==> src/rtl/iir_coeff_ctrl.sv <==
// ============================================================================
// Module      : iir_coeff_ctrl
// Description : Coefficient configuration controller for the IIR filter
//               stages. Coefficient writes land in a shadow bank over a
//               valid/ready handshake; a commit swaps the shadow bank into
//               the active bank atomically on the next filter sample strobe,
//               after which the filter delay lines are flushed.
//               Optional feature macro: IIR_COEFF_READBACK_EN adds a
//               registered shadow-bank readback port (rd_addr / rd_data).
// Revision    : 1.0 - initial release
// ============================================================================
`default_nettype none

module iir_coeff_ctrl #(
    parameter int N            = 4,
    parameter int COEFF_WIDTH  = 16,
    parameter int ADDR_WIDTH   = 3,
    parameter int FLUSH_CYCLES = 4
) (
    input  logic                       clk,
    input  logic                       rst_n,
    input  logic                       wr_valid,
    output logic                       wr_ready,
    input  logic [ADDR_WIDTH-1:0]      wr_addr,
    input  logic [COEFF_WIDTH-1:0]     wr_data,
    input  logic                       commit,
    input  logic                       sample_en,
    output logic                       busy,
    output logic                       addr_err,
    output logic                       filter_flush,
`ifdef IIR_COEFF_READBACK_EN
    input  logic [ADDR_WIDTH-1:0]      rd_addr,
    output logic [COEFF_WIDTH-1:0]     rd_data,
`endif
    output logic [COEFF_WIDTH*N-1:0]   packed_b_coeffs,
    output logic [COEFF_WIDTH*N-1:0]   packed_a_coeffs
);

    localparam int                  c_DEPTH   = 2 * N;
    localparam logic [ADDR_WIDTH:0] c_DEPTH_A = (ADDR_WIDTH + 1)'(2 * N);
    localparam int                  c_CNT_W   = (FLUSH_CYCLES > 1) ? $clog2(FLUSH_CYCLES) : 1;
    localparam logic [c_CNT_W-1:0]  c_LAST    = c_CNT_W'((FLUSH_CYCLES > 0) ? FLUSH_CYCLES - 1 : 0);

    typedef enum logic [1:0] {
        S_IDLE  = 2'd0,
        S_PEND  = 2'd1,
        S_FLUSH = 2'd2
    } state_t;

    state_t                  r_state;
    logic [c_CNT_W-1:0]      r_cnt;
    logic                    r_wr_ready;
    logic                    r_busy;
    logic                    r_flush;
    logic                    r_addr_err;

    logic [COEFF_WIDTH-1:0]  r_shadow   [c_DEPTH];
    logic [COEFF_WIDTH-1:0]  r_active_b [N];
    logic [COEFF_WIDTH-1:0]  r_active_a [N];

    logic                    w_wr_fire;
    logic                    w_addr_ok;
    logic                    w_swap;

    // r_wr_ready is high exactly when the FSM sits in IDLE, so it gates writes.
    assign w_wr_fire = wr_valid && r_wr_ready;
    assign w_addr_ok = ({1'b0, wr_addr} < c_DEPTH_A);
    assign w_swap    = (r_state == S_PEND) && sample_en;

    // Control FSM: IDLE accepts writes, PEND waits for a sample strobe, FLUSH holds the delay lines.
    // A commit clears addr_err even if the same cycle carries an out-of-range write.
    always_ff @(posedge clk or negedge rst_n) begin
        if (!rst_n) begin
            r_state    <= S_IDLE;
            r_cnt      <= '0;
            r_wr_ready <= 1'b1;
            r_busy     <= 1'b0;
            r_flush    <= 1'b0;
            r_addr_err <= 1'b0;
        end else begin
            case (r_state)
                S_IDLE: begin
                    if (w_wr_fire && !w_addr_ok) begin
                        r_addr_err <= 1'b1;
                    end
                    if (commit) begin
                        r_addr_err <= 1'b0;
                        r_state    <= S_PEND;
                        r_wr_ready <= 1'b0;
                        r_busy     <= 1'b1;
                    end
                end
                S_PEND: begin
                    if (sample_en) begin
                        if (FLUSH_CYCLES == 0) begin
                            r_state    <= S_IDLE;
                            r_wr_ready <= 1'b1;
                            r_busy     <= 1'b0;
                        end else begin
                            r_state <= S_FLUSH;
                            r_flush <= 1'b1;
                            r_cnt   <= '0;
                        end
                    end
                end
                S_FLUSH: begin
                    if (r_cnt == c_LAST) begin
                        r_state    <= S_IDLE;
                        r_flush    <= 1'b0;
                        r_wr_ready <= 1'b1;
                        r_busy     <= 1'b0;
                        r_cnt      <= '0;
                    end else begin
                        r_cnt <= r_cnt + c_CNT_W'(1);
                    end
                end
                default: begin
                    r_state    <= S_IDLE;
                    r_cnt      <= '0;
                    r_wr_ready <= 1'b1;
                    r_busy     <= 1'b0;
                    r_flush    <= 1'b0;
                end
            endcase
        end
    end

    // Shadow bank: an accepted in-range write updates its entry; out-of-range data never matches.
    always_ff @(posedge clk or negedge rst_n) begin
        if (!rst_n) begin
            for (int i = 0; i < c_DEPTH; i++) begin
                r_shadow[i] <= '0;
            end
        end else begin
            for (int i = 0; i < c_DEPTH; i++) begin
                if (w_wr_fire && (wr_addr == ADDR_WIDTH'(i))) begin
                    r_shadow[i] <= wr_data;
                end
            end
        end
    end

    // Active bank: the whole shadow bank is copied in one edge so no partial set is ever visible.
    always_ff @(posedge clk or negedge rst_n) begin
        if (!rst_n) begin
            for (int t = 0; t < N; t++) begin
                r_active_b[t] <= '0;
                r_active_a[t] <= '0;
            end
        end else if (w_swap) begin
            for (int t = 0; t < N; t++) begin
                r_active_b[t] <= r_shadow[t];
                r_active_a[t] <= r_shadow[N + t];
            end
        end
    end

    for (genvar gt = 0; gt < N; gt++) begin : g_pack
        assign packed_b_coeffs[COEFF_WIDTH*gt +: COEFF_WIDTH] = r_active_b[gt];
        assign packed_a_coeffs[COEFF_WIDTH*gt +: COEFF_WIDTH] = r_active_a[gt];
    end

    assign wr_ready     = r_wr_ready;
    assign busy         = r_busy;
    assign filter_flush = r_flush;
    assign addr_err     = r_addr_err;

`ifdef IIR_COEFF_READBACK_EN
    logic [COEFF_WIDTH-1:0] w_rd_mux;
    logic [COEFF_WIDTH-1:0] r_rd_data;

    // Readback mux: out-of-range addresses match no entry and return zero.
    always_comb begin
        w_rd_mux = '0;
        for (int i = 0; i < c_DEPTH; i++) begin
            if (rd_addr == ADDR_WIDTH'(i)) begin
                w_rd_mux = r_shadow[i];
            end
        end
    end

    // Readback register: one cycle of latency from rd_addr to rd_data.
    always_ff @(posedge clk or negedge rst_n) begin
        if (!rst_n) begin
            r_rd_data <= '0;
        end else begin
            r_rd_data <= w_rd_mux;
        end
    end

    assign rd_data = r_rd_data;
`endif

endmodule

`default_nettype wire

==> config.mk <==
export PLATFORM = sky130hd
export DESIGN_NAME = iir_coeff_ctrl
export DESIGN_NICKNAME = d
export VERILOG_FILES = /design/src/rtl/iir_coeff_ctrl.sv
export SDC_FILE = /design/constraint.sdc
export NUM_CORES = 1
export LEC_CHECK = 0
export CORE_MARGIN = 10
export CORE_UTILIZATION = 35
export DETAILED_ROUTE_END_ITERATION = 10
export GPL_TIMING_DRIVEN = 0
export SYNTH_ARGS = -nofsm -noshare
export SYNTH_HDL_FRONTEND = slang
export SYNTH_SLANG_ARGS = --single-unit
==> constraint.sdc <==
create_clock -name clk -period 1.91 [get_ports clk]
set_clock_uncertainty 0.1 [all_clocks]
set_input_delay 0.382 -clock clk [delete_from_list [all_inputs] [get_ports clk]]
set_output_delay 0.382 -clock clk [all_outputs]
set_load 0.05 [all_outputs]
After elaboration in Yosys (flattened, before gate mapping)
Cells that the tools add are included. Widths: inputs -> output; s select.

Input bits: 24. Bits in registers: 263. Output and inout port bits: 132. Logic and storage cells: 68.

Muxes and demuxes: 15. Equal/unequal tests: 13. Bitwise operators: 2. $add $sub $neg: 1. Reduce and logical (&&, ||, !) cells: 16.

Operators with widths (number): $eq 3x3->1 const B (4); $pmux 2 s3 (2); $logic_and 1x1->1 (10); $mux 2 (5); $pmux 1 s3 (3); $reduce_and 3->1 (3); $eq 3x2->1 const B (2); $ne 2x2->1 const B (3); $mux 1 (5); $eq 2x2->1 const B (2); $eq 3x1->1 const B (1); $logic_not 3->1 (1); $add 2x1->2 const B (1); $eq 2x1->1 const B (1); $logic_not 2->1 (1); $not 1->1 (2); $reduce_and 2->1 (1).

Logic depth before layout (Yosys ltp)
Gate-level depths: netlist of the first run.

Depth after elaboration: 3. Gate-level depth with buffers: 5. Depth with buffers taken out: 4.

Worst setup path before layout of the first run
OpenSTA, ideal clock, no wires.

Kind: reg2reg. Start point: register r_wr_ready (netlist: wr_ready). End point: register r_shadow[37] in the netlist's numbering. Cell stages (with the launch flop): 5. Clock period less this slack: 2.076 ns. Setup time: 0.125 ns. Arrival time: 1.851 ns. Buffers on the path: 1. Setup slack: -0.166 ns. Required time: 1.685 ns. Path through: dfstp_2 > nand3_1 > nor2_1 > buf_2 > mux2_2.

Word-level cells in the longest chain between the ends: 2.

RTL lines: start: declaration (line 52) `logic r_wr_ready;`; start signal: assignment (line 76) `r_wr_ready <= 1'b1;`; start signal: assignment (line 89) `r_wr_ready <= 1'b0;`; start signal: assignment (line 97) `r_wr_ready <= 1'b1;`; $logic_and 1x1->1 (line 66) `assign w_wr_fire = wr_valid && r_wr_ready;`; $logic_and 1x1->1 (line 136) `if (w_wr_fire && (wr_addr == ADDR_WIDTH'(i))) begin`; end signal: indexed assignment (line 137) `r_shadow[i] <= wr_data;`; end: declaration (line 57) `logic [COEFF_WIDTH-1:0] r_shadow [c_DEPTH];`.

No other way between the ends. A chain may end at the register's enable or synchronous reset.

Worst setup path after layout of the first run
Start point: register r_wr_ready (netlist: wr_ready). End point: register r_shadow[71] in the netlist's numbering.

Same word-level chain as after synthesis.

==> impl_metrics.csv, run 1 <==
group,metric,value,unit
run_status,status,"finished with violations",
run_status,violations,"negative setup slack",
worst_setup_path,worst-r2r-setup-slack,-130,ps
clock_network,htree_levels,1,
clock_network,cts_max_path_buffers,3,
global_routing,antenna_found_initial,0,
global_routing,grt_pass1_vias,6284,
global_routing,grt_usage,13.5,%
worst_setup_path,reg2reg_to,"r_shadow[71]$_DFFE_PN0P_",
timing,worst_pin_slew,668,ps
worst_setup_path,startpoint,"wr_ready$_DFFE_PN1P_",
timing,fmax,0.489,GHz
place,place_congestion,0.733,
clock_network,cts_tree,"yes",
final_layout,nNetsFinal,821,
yosys,synth_cells,582,
timing,setup_viol,110,
worst_setup_path,path_buf_inv,5,
final_layout,drive_gt1_share,58.6,%
clock_network,cts_root_buffer,"clkbuf_16",
worst_setup_path,slowest_stage,"dfstp_4",
yosys,avgSynthCellArea,16.9,µm²
power,leakagePower,6.47,nW
drt,routed_via_density,4.69,
final_layout,area_growth,38.9,%
die,coreArea,27800,µm²
worst_setup_path,slowest_delay,630,ps
timing,slew_viol_final,0,
timing,relSlewSlack,55.4,%
global_routing,grt_max_degree,131,
run,maxCapViolations,0,
timing,finalCriticalPeriod,2040,ps
worst_setup_path,reg2reg_from,"wr_ready$_DFFE_PN1P_",
die,pin_count,156,
global_routing,grt_pass1_wl,37.5,mm
global_routing,grt_overflow_total,0,
worst_setup_path,crit_path_start_kind,"flop",
die,die_area,35200,µm²
final_layout,fin_area,13700,µm²
yosys,yosysUniqueCellTypes,27,
power,worst_ir_drop_vdd,1.02,mV
final_layout,diodes,0,
timing,tns,-4090,ps
power,power_density,1820,nW/µm²
yosys,synth_top_family_by_area,"multiplexers",
worst_setup_path,required,2210,ps
drt,vias,5609,
clock_network,clk_latency,530,ps
drt,drc,0,
yosys,ys.warnings.count,0,
drt,ant_nets,0,
yosys,synth_compound_area_share,0.713,%
worst_setup_path,worstSetupPathType,"reg -> reg",
worst_setup_path,cp_data_arrival_time,2350,ps
clock_network,cts_sinks,263,
drt,wl_per_cell,20.9,µm
die,rows,61,
worst_setup_path,ff2ff_path_depth,8,
timing,hold_viol,0,
yosys,seq_area_frac_synth,66.9,%
worst_setup_path,crit_chain,"buf_12, nand3b_1, buf_4, buf_6, nor2_4, buf_12, buf_8, mux2_4",
yosys,yosys.area_share.adder,0.127,%
clock_network,cts_inserted_buffers,28,
place,port_buffers,154,
drt,wirelength,24.9,mm
place,dp_hpwl,16.6,mm
clock_network,clk_pin_slew_worst_paths,60,ps
timing,timing.final.crit_share,107,%
worst_setup_path,worstPathMaxFanout,5,
worst_setup_path,crit_family,"buffers and inverters",
die,start_util,35.4,%
worst_setup_path,critPathMostFrequentCell,"buf_12",
yosys,synthXorXnorAreaFrac,0,%
yosys,synthSimpleGateAreaFrac,1.04,%
place,placed_area,11900,µm²
die,die_w,188,µm
timing,setup_ws,-133,ps
yosys,mappedNetlistArea,9830,µm²
die,die_y,188,µm
drt,drt_iter0_drc,227,
worst_setup_path,cp-end-kind,"flop",
timing,rsz0062_at_grt,"yes",
min_path,hold_class,"in -> async",
yosys,synth_fp_nets,607,
drt,drtPass1Iterations,4,
yosys,synth_seq_cells,263,
yosys,synthMuxAreaShare,29.4,%
==> power by group <==
group	leakage [nW]	internal, mW	switching (mW)
logic	2.56	3.84	6.13
registers	3.41	7.85	1.32
clock network	0.494	3.55	2.14
==> layer usage <==
| layer | vias up | GRT usage [%] | wire length [µm] |
|---|---|---|---|
| met5 | - | 0 | 0 |
| met4 | 0 | 3.23 | 540 |
| met3 | 39 | 3.84 | 1400 |
| met2 | 145 | 22.6 | 11900 |
| met1 | 2927 | 16.7 | 11100 |
| li1 | 2498 | - | - |
==> state kept, by name, summed over array words and instances, names as in the netlist <==
signal / count
packed_b_coeffs: 64
r_shadow: 128
filter_flush: 1
busy: 1
packed_a_coeffs: 64
r_state: 2
wr_ready: 1
r_cnt: 2
==> synthesized netlist by cell type (all sizes together) <==
cell type	instances	area [µm²]
clkbuf	1	3.75
o2bb2ai	1	8.76
nand3	3	15.0
o22a	1	10.0
nand3b	1	7.51
o21ai	2	10.0
o31ai	1	7.51
buf	25	150
dfrtp	262	6560
mux2i	1	10.0
ha	1	12.5
a21oi	2	10.0
conb	1	3.75
dfstp	1	26.3
nor2	9	41.3
nor2b	1	6.26
nand2b	2	12.5
mux2	256	2880
o41ai	1	8.76
or3	2	12.5
nand2	2	7.51
o211ai	2	15.0
inv	4	15.0
==> kinds of logic after synthesis <==
group,Yosys count
AO/OA/AOI/OAI,10
adder cells (fa/ha/maj),1
buffers and inverters,30
flip-flops,263
multiplexers,257
other,1
AND/OR/NAND/NOR,20
==> worst max-delay path by stage <==
stage | end | slack [ps] | cells past startpoint
floorplan | r_shadow[102]$_DFFE_PN0P_ | -80 | 4
global placement | packed_b_coeffs[33]$_DFFE_PN0P_ | -10070 | 1
detailed placement | r_shadow[81]$_DFFE_PN0P_ | -760 | 5
CTS | wr_ready | -130 | 1
global route | r_shadow[71]$_DFFE_PN0P_ | -190 | 8
finish | r_shadow[71]$_DFFE_PN0P_ | -130 | 8
==> placed cells by master (no fill, tap or decap), drive strengths merged, types with 2 or more instances in the layout <==
master           n
clkinvlp         2
clkdlybuf4s50   22
o211ai           2
buf             49
clkinv           5
nand2            2
nor2             9
o21ai            2
a21oi            2
mux2           256
inv              4
or3              2
bufinv           3
dfrtp          262
clkdlybuf4s15   83
nand3            3
nand2b           2
clkbuf          96
==> per-stage QoR <==
stage | cells | setup slack, ps | power [mW] | hold WS, ps | utilization [%]
6_report | 1195 | -133 | 24.8 | 146 | 49.2
5_1_grt | 1195 | -193 | 26.0 | 119 | 49.2
4_1_cts | 1184 | -130 | 24.9 | 119 | 48.3
3_5_place_dp | 1116 | -755 | 19.4 | 85.6 | 43.0
3_3_place_gp | 1114 | -10070 | 19.1 | 378 | 42.8
2_1_floorplan | 582 | -84.2 | 15.7 | -13.6 | -
==> cell type report <==
cell class              instances  area, µm²
inverters                       4       15.0
clock buffers                  41        871
flip-flops and latches        263       6590
clock inverters                10        134
plain buffers                  24        284
multi-input cells             289       3440
well taps                     378        473
fillers                      2388      14100
repair buffers                186       1850
==> repair_timing <==
item,CTS,global route
gates resized for setup,365,153
buffers inserted,14,10
hold buffers,1,0
pin swaps,6,2
endpoints found under the setup margin,221,275
gates cloned,2,3
endpoints found under the hold margin,262,0
Power figures use the tool's default switching activity.
==> run 2, diff against run 1 <==
--- a/config.mk
+++ b/config.mk
@@ -8,6 +8,7 @@
 export CORE_MARGIN = 10
 export CORE_UTILIZATION = 35
 export DETAILED_ROUTE_END_ITERATION = 10
+export GPL_ROUTABILITY_DRIVEN = 0
 export GPL_TIMING_DRIVEN = 0
 export SYNTH_ARGS = -nofsm -noshare
 export SYNTH_HDL_FRONTEND = slang
==> constraint.sdc (replaced) <==
create_clock -name clk -period 2.06 [get_ports clk]
set_clock_uncertainty 0.1 [all_clocks]
set_input_delay 0.412 -clock clk [delete_from_list [all_inputs] [get_ports clk]]
set_output_delay 0.412 -clock clk [all_outputs]
set_load 0.05 [all_outputs]
==> run 2 against run 1 <==
- the run now ends clean
- register-to-register slack better by 200 ps
- core utilization shrank 2.9 points
- hold slack better by 100 ps
- setup slack better by 200 ps
- maximum frequency increased by 2.3%
- sequential share of layout area is 3.0 points higher
- combinational power decreased by 14%
- global-route usage is 0.17 points lower
- final cell count decreased by 0.84%
- die area is the same
- first-iteration DRC count is 12% lower
- critical path depth down 2
- critical endpoint is now r_shadow[120]$_DFFE_PN0P_
==> impl_metrics.csv, run 2 (synthesized netlist as in run 1, its figures left out) <==
group,metric,value,unit
clock_network,cts_sinks,263,
die,coreArea,27800,µm²
worst_setup_path,crit_path_start_kind,"flop",
place,placed_cells,1116,
final_layout,regMostFlops,"r_shadow",
power,worst_ir_drop_vdd,0.889,mV
power,power_frac_clock,21.6,%
drt,wirelength,23.9,mm
timing,worst_pin_slew,633,ps
global_routing,grt_overflow_total,0,
timing,finalCriticalPeriod,2000,ps
clock_network,clk_pin_slew_worst_paths,60,ps
final_layout,fin_area,12800,µm²
clock_network,htree_levels,1,
drt,vias,5566,
final_layout,final_common_cell,"dfrtp_1",
clock_network,cts_inserted_buffers,28,
final_layout,drive_gt1_share,44.1,%
timing,hold_viol,0,
timing,setup_viol,0,
power,sw_frac_of_total,40.1,%
global_routing,grt_pass1_vias,6378,
place,placed_area,11900,µm²
clock_network,cts_tree,"yes",
die,start_util,35.4,%
worst_setup_path,ff2ff_path_depth,6,
final_layout,area_growth,30.6,%
die,die_area,35200,µm²
final_layout,final_cell_mix,"262 x dfrtp_1, 256 x mux2_2, 130 x dlygate4sd2_1",
clock_network,cts_max_path_buffers,3,
timing,slew_viol_final,0,
final_layout,regArea,6580,µm²
die,die_y,188,µm
worst_setup_path,reg2reg_to,"r_shadow[120]$_DFFE_PN0P_",
power,p_int,13.0,mW
clock_network,clk_latency,520,ps
die,pin_count,156,
min_path,hold_class,"in -> async",
worst_setup_path,required,2370,ps
final_layout,largest_register_ff_count,128,
power,leakagePower,6.41,nW
worst_setup_path,cp_data_arrival_time,2300,ps
power,netSwitchingPower,8.69,mW
clock_network,cts_root_buffer,"clkbuf_16",
final_layout,fin_cells,1185,
timing,relSlewSlack,57.8,%
final_layout,fill_cells,2474,
die,die_w,188,µm
place,dp_hpwl,16.9,mm
worst_setup_path,worst-r2r-setup-slack,60,ps
worst_setup_path,worstSetupPathType,"reg -> reg",
place,dp_slack,-614,ps
worst_setup_path,slowest_stage,"dfstp_2",
worst_setup_path,cp-end-kind,"flop",
drt,ant_nets,0,
timing,hold-worst-slack,247,ps
power,pwr-share-comb,39.5,%
drt,wl_per_cell,20.1,µm
final_layout,multiInputGateArea,3130,µm²
run_status,status,"finished clean",
timing,tns,0,ps
worst_setup_path,worstPathMaxFanout,10,
place,port_buffers,154,
drt,drt_iter0_drc,200,
timing,rsz0062_at_grt,"yes",
drt,drc,0,
die,rows,61,
timing,fmax,0.501,GHz
drt,routed_via_density,4.70,
power,p_total,21.7,mW
global_routing,grt_max_degree,122,
worst_setup_path,slowest_delay,610,ps
worst_setup_path,crit_chain,"nand3b_1, buf_4, or3_1, buf_6, buf_8, mux2_2",
global_routing,grt_usage,13.3,%
final_layout,post-route-util,46.2,%
run,maxCapViolations,0,
global_routing,grt_pass1_wl,37.2,mm
final_layout,diodes,0,
timing,setup_ws,62.7,ps
power,power_density,1690,nW/µm²
timing,timing.final.crit_share,97.0,%
final_layout,nNetsFinal,813,
drt,drtPass1Iterations,4,
power,seqPwrFrac,38.9,%
worst_setup_path,reg2reg_from,"wr_ready$_DFFE_PN1P_",
global_routing,antenna_found_initial,0,
-- run 2: cell count changes in the layout (fill, tap and decap cells not counted), moves of 23 or more --
cell / delta
dlygate4sd2_1: +130
clkdlybuf4s15_2: -60
clkbuf_2: -46
mux2_2: +82
mux2_4: -82
clkdlybuf4s15_1: -23
-- run 2: power by group through the flow --
stage | Sequential, mW | Clock, mW | Combinational [mW]
final | 8.42 | 4.67 | 8.56
after global routing | 8.69 | 5.05 | 9.01
after CTS | 8.46 | 4.82 | 8.68
after detailed placement | 8.58 | 0 | 9.41
after global placement | 8.47 | 0 | 9.22
after floorplan | 12.0 | 0 | 2.46
-- run 2: worst max path at each step --
stage                               from                               to  cells past startpoint
global route        wr_ready$_DFFE_PN1P_        r_shadow[121]$_DFFE_PN0P_                      6
global placement                   rst_n  packed_a_coeffs[18]$_DFFE_PN0P_                      1
finish              wr_ready$_DFFE_PN1P_        r_shadow[120]$_DFFE_PN0P_                      6
CTS                 wr_ready$_DFFE_PN1P_         r_shadow[71]$_DFFE_PN0P_                      4
floorplan           wr_ready$_DFFE_PN1P_         r_shadow[37]$_DFFE_PN0P_                      4
detailed placement            wr_addr[0]         r_shadow[29]$_DFFE_PN0P_                      5
-- run 2: repair_timing --
item / CTS / global route
buffers inserted: 0 / 19
gates resized for setup: 137 / 16
hold endpoints to repair: 29 / 0
pin swaps: 0 / 5
endpoints found under the setup margin: 191 / 86
hold buffers: 1 / 0
-- run 2: worst max-delay path: cells and delay by family, from the launching register on --
kind,cells,cell delay (ps)
flops,1,610
mux,1,270
buf+inv,3,480
simple gates,2,420
-- run 2: layout make-up --
cell class              instances  share of cell area (%)
well taps                     378                    3.68
inverters                       4                   0.117
clock inverters                 9                   0.419
multi-input cells             289                    24.4
plain buffers                  26                    1.38
repair buffers                176                    12.4
clock buffers                  40                    6.36
flip-flops and latches        263                    51.3
-- run 2: per-layer routing --
layer | vias up | GRT usage (%) | wire length, µm
met5 | - | 0 | 0
met4 | 0 | 2.58 | 391
met3 | 32 | 3.49 | 1250
met2 | 131 | 23.7 | 12200
met1 | 2939 | 15.8 | 9990
li1 | 2464 | - | -
==> patch (config.mk and constraints of run 1) <==
Encoding of `state_t`: now one-hot (3 bits for 3 states).
--- a/src/rtl/iir_coeff_ctrl.sv
+++ b/src/rtl/iir_coeff_ctrl.sv
@@ -42,8 +42,8 @@
     localparam logic [c_CNT_W-1:0]  c_LAST    = c_CNT_W'((FLUSH_CYCLES > 0) ? FLUSH_CYCLES - 1 : 0);
 
-    typedef enum logic [1:0] {
-        S_IDLE  = 2'd0,
-        S_PEND  = 2'd1,
-        S_FLUSH = 2'd2
+    typedef enum logic [2:0] {
+        S_IDLE  = 3'b001,
+        S_PEND  = 3'b010,
+        S_FLUSH = 3'b100
     } state_t;
 
Check against the original RTL: no difference found for any inputs over 4 cycles, from zero or initial values and one cycle with rst_n low; so few cycles prove little.
==> patch against run 1 <==
Critical path type unchanged; design area is 0.16% lower; hold slack gained 0.066 ns; synthesized cell count grew 2.4%; wire length down 1.2%; worst setup slack better by 0.17 ns; total power grew 3.9%; area after synthesis up 3.0%; via count increased by 0.21%; sequential cell count grew 1.
==> patch: results (changes against run 1) <==
• completed — status
• 7.75% — portion of the layout cell area used by clock cells, +0.39 points
• 596 — Post-Synthesis Cells, +2.4%
• 30 — number of buffers inserted during clock tree synthesis, +7.1%
• r_shadow[126] — crit path to
• 621 — post-synth net total, +2.3%
• 4 — number of cells traversed by the worst register-to-register path, -4
• 0.00982 W — net switching power, +2.4%
• 195 — Repair and plain buffers, -7.1%
• 3 — nonclk inv count, -1
• dfrtp_1, mux2_2, mux2_4 — top cells by area, synth
• 10 — maximum fanout encountered on the critical timing path, +5
• 20.5 um — routed wire length per instance, -1.7%
• 0 — max-capacitance violation count, unchanged
• 0.637 ns — actual slew at the worst max-slew pin, -0.0309 ns
• 38100 um — wire length of the first global-routing pass, +1.6%
• 0.0160 W — internal power, +4.8%
• 12200 sq um — area post-placement, +2.6%
• 13.5% — GR Util All Layers, +0.018 points
• 48.5% — share of cell area taken by flip-flops and latches, +0.28 points
• 16500 um — Final HPWL DP, -0.87%
• 4.68 — post-detailed-route via-to-cell ratio, -0.29%
• 0.747 — RePlAce Congestion, +1.9%
• 0.212 ns — hold slack, +0.0656 ns
• -0.706 ns — pre-CTS setup slack, +0.0488 ns
• 40 — # clk buffers, -2.4%
• 24.5% — multi-input gate share of total cell area, -0.69 points
• dfrtp_1, mux2_2, mux2_4 — ranking of synthesized cells by instance count
• 65.2% — share of the yosys chip area belonging to registers, -1.7 points
• 403 — cts repair resizes, +10%
• 115 — maximum number of pins on one net before global-route repair, -12%
• 37.2% — portion of total power attributed to sequential cells, +0.3 points
• 0 — antenna diode count, unchanged
• 821 — net count reported at finish, unchanged
• 0.03 ns — slack of the worst reg-to-reg path, +0.17 ns
• 215 — Initial DRC Count, -5.3%
• 6.02 nW — leakage power of the design, -6.9%
• 60.3% — ratio of cells with drive above 1 in the final layout, +1.7 points
• 5621 — count of vias placed by the detailed router, +0.21%
• 2503 — number of filler instances in the final layout, +4.8%
• 39.4% — relative contribution of combinational cells to total power, -0.7 points
• 0.55 ns — clock insertion delay at the later pin of the skew report, +0.02 ns
• 15.6% — non-clk buf share, about the same
• 1136 — total instance count after detailed placement, +1.8%
• 0.955 mV — IR drop worst, VDD, -6.6%
• 2.21 ns — arrival time at the worst endpoint, -0.14 ns
• 1.88 ns — shortest period the worst path allows, -0.167 ns
• 264 — #FFs+latches synth, +0.38%
• 6134 — vias in the first global route, -2.4%
• 10 — postcts setup bufs, -4
## patch: changes by cell type in the layout (fill, tap and decap cells not counted), moves of 5 or more
cell	run 1	this run
mux2_2	174	235
mux2_4	82	21
clkdlybuf4s15_2	60	108
clkbuf_2	47	22
clkdlybuf4s15_1	23	0
buf_6	14	5
nor3b_1	0	5
## patch: layer usage
metal | wire length (um) | global-route usage [%] | vias to the layer above
li1 | - | - | 2508
met1 | 11600 | 18.3 | 2952
met2 | 11100 | 20.8 | 127
met3 | 1450 | 3.88 | 34
met4 | 523 | 3.15 | 0
met5 | 0 | 0 | -
## patch: cells by family after synthesis
family	Yosys count	synth area share, %
flops	264	65.2
buf+inv	30	2.47
fa+ha+maj	1	0.123
other cells	1	0.0370
compound gates	12	0.877
mux	257	29.3
simple gates	31	1.98
## patch: worst max-delay path: stages (launching register included)
cell and delay [ns]:
dfstp_4 0.66, nand3b_4 0.08, or3_4 0.44, buf_12 0.19
mux2_4 0.29
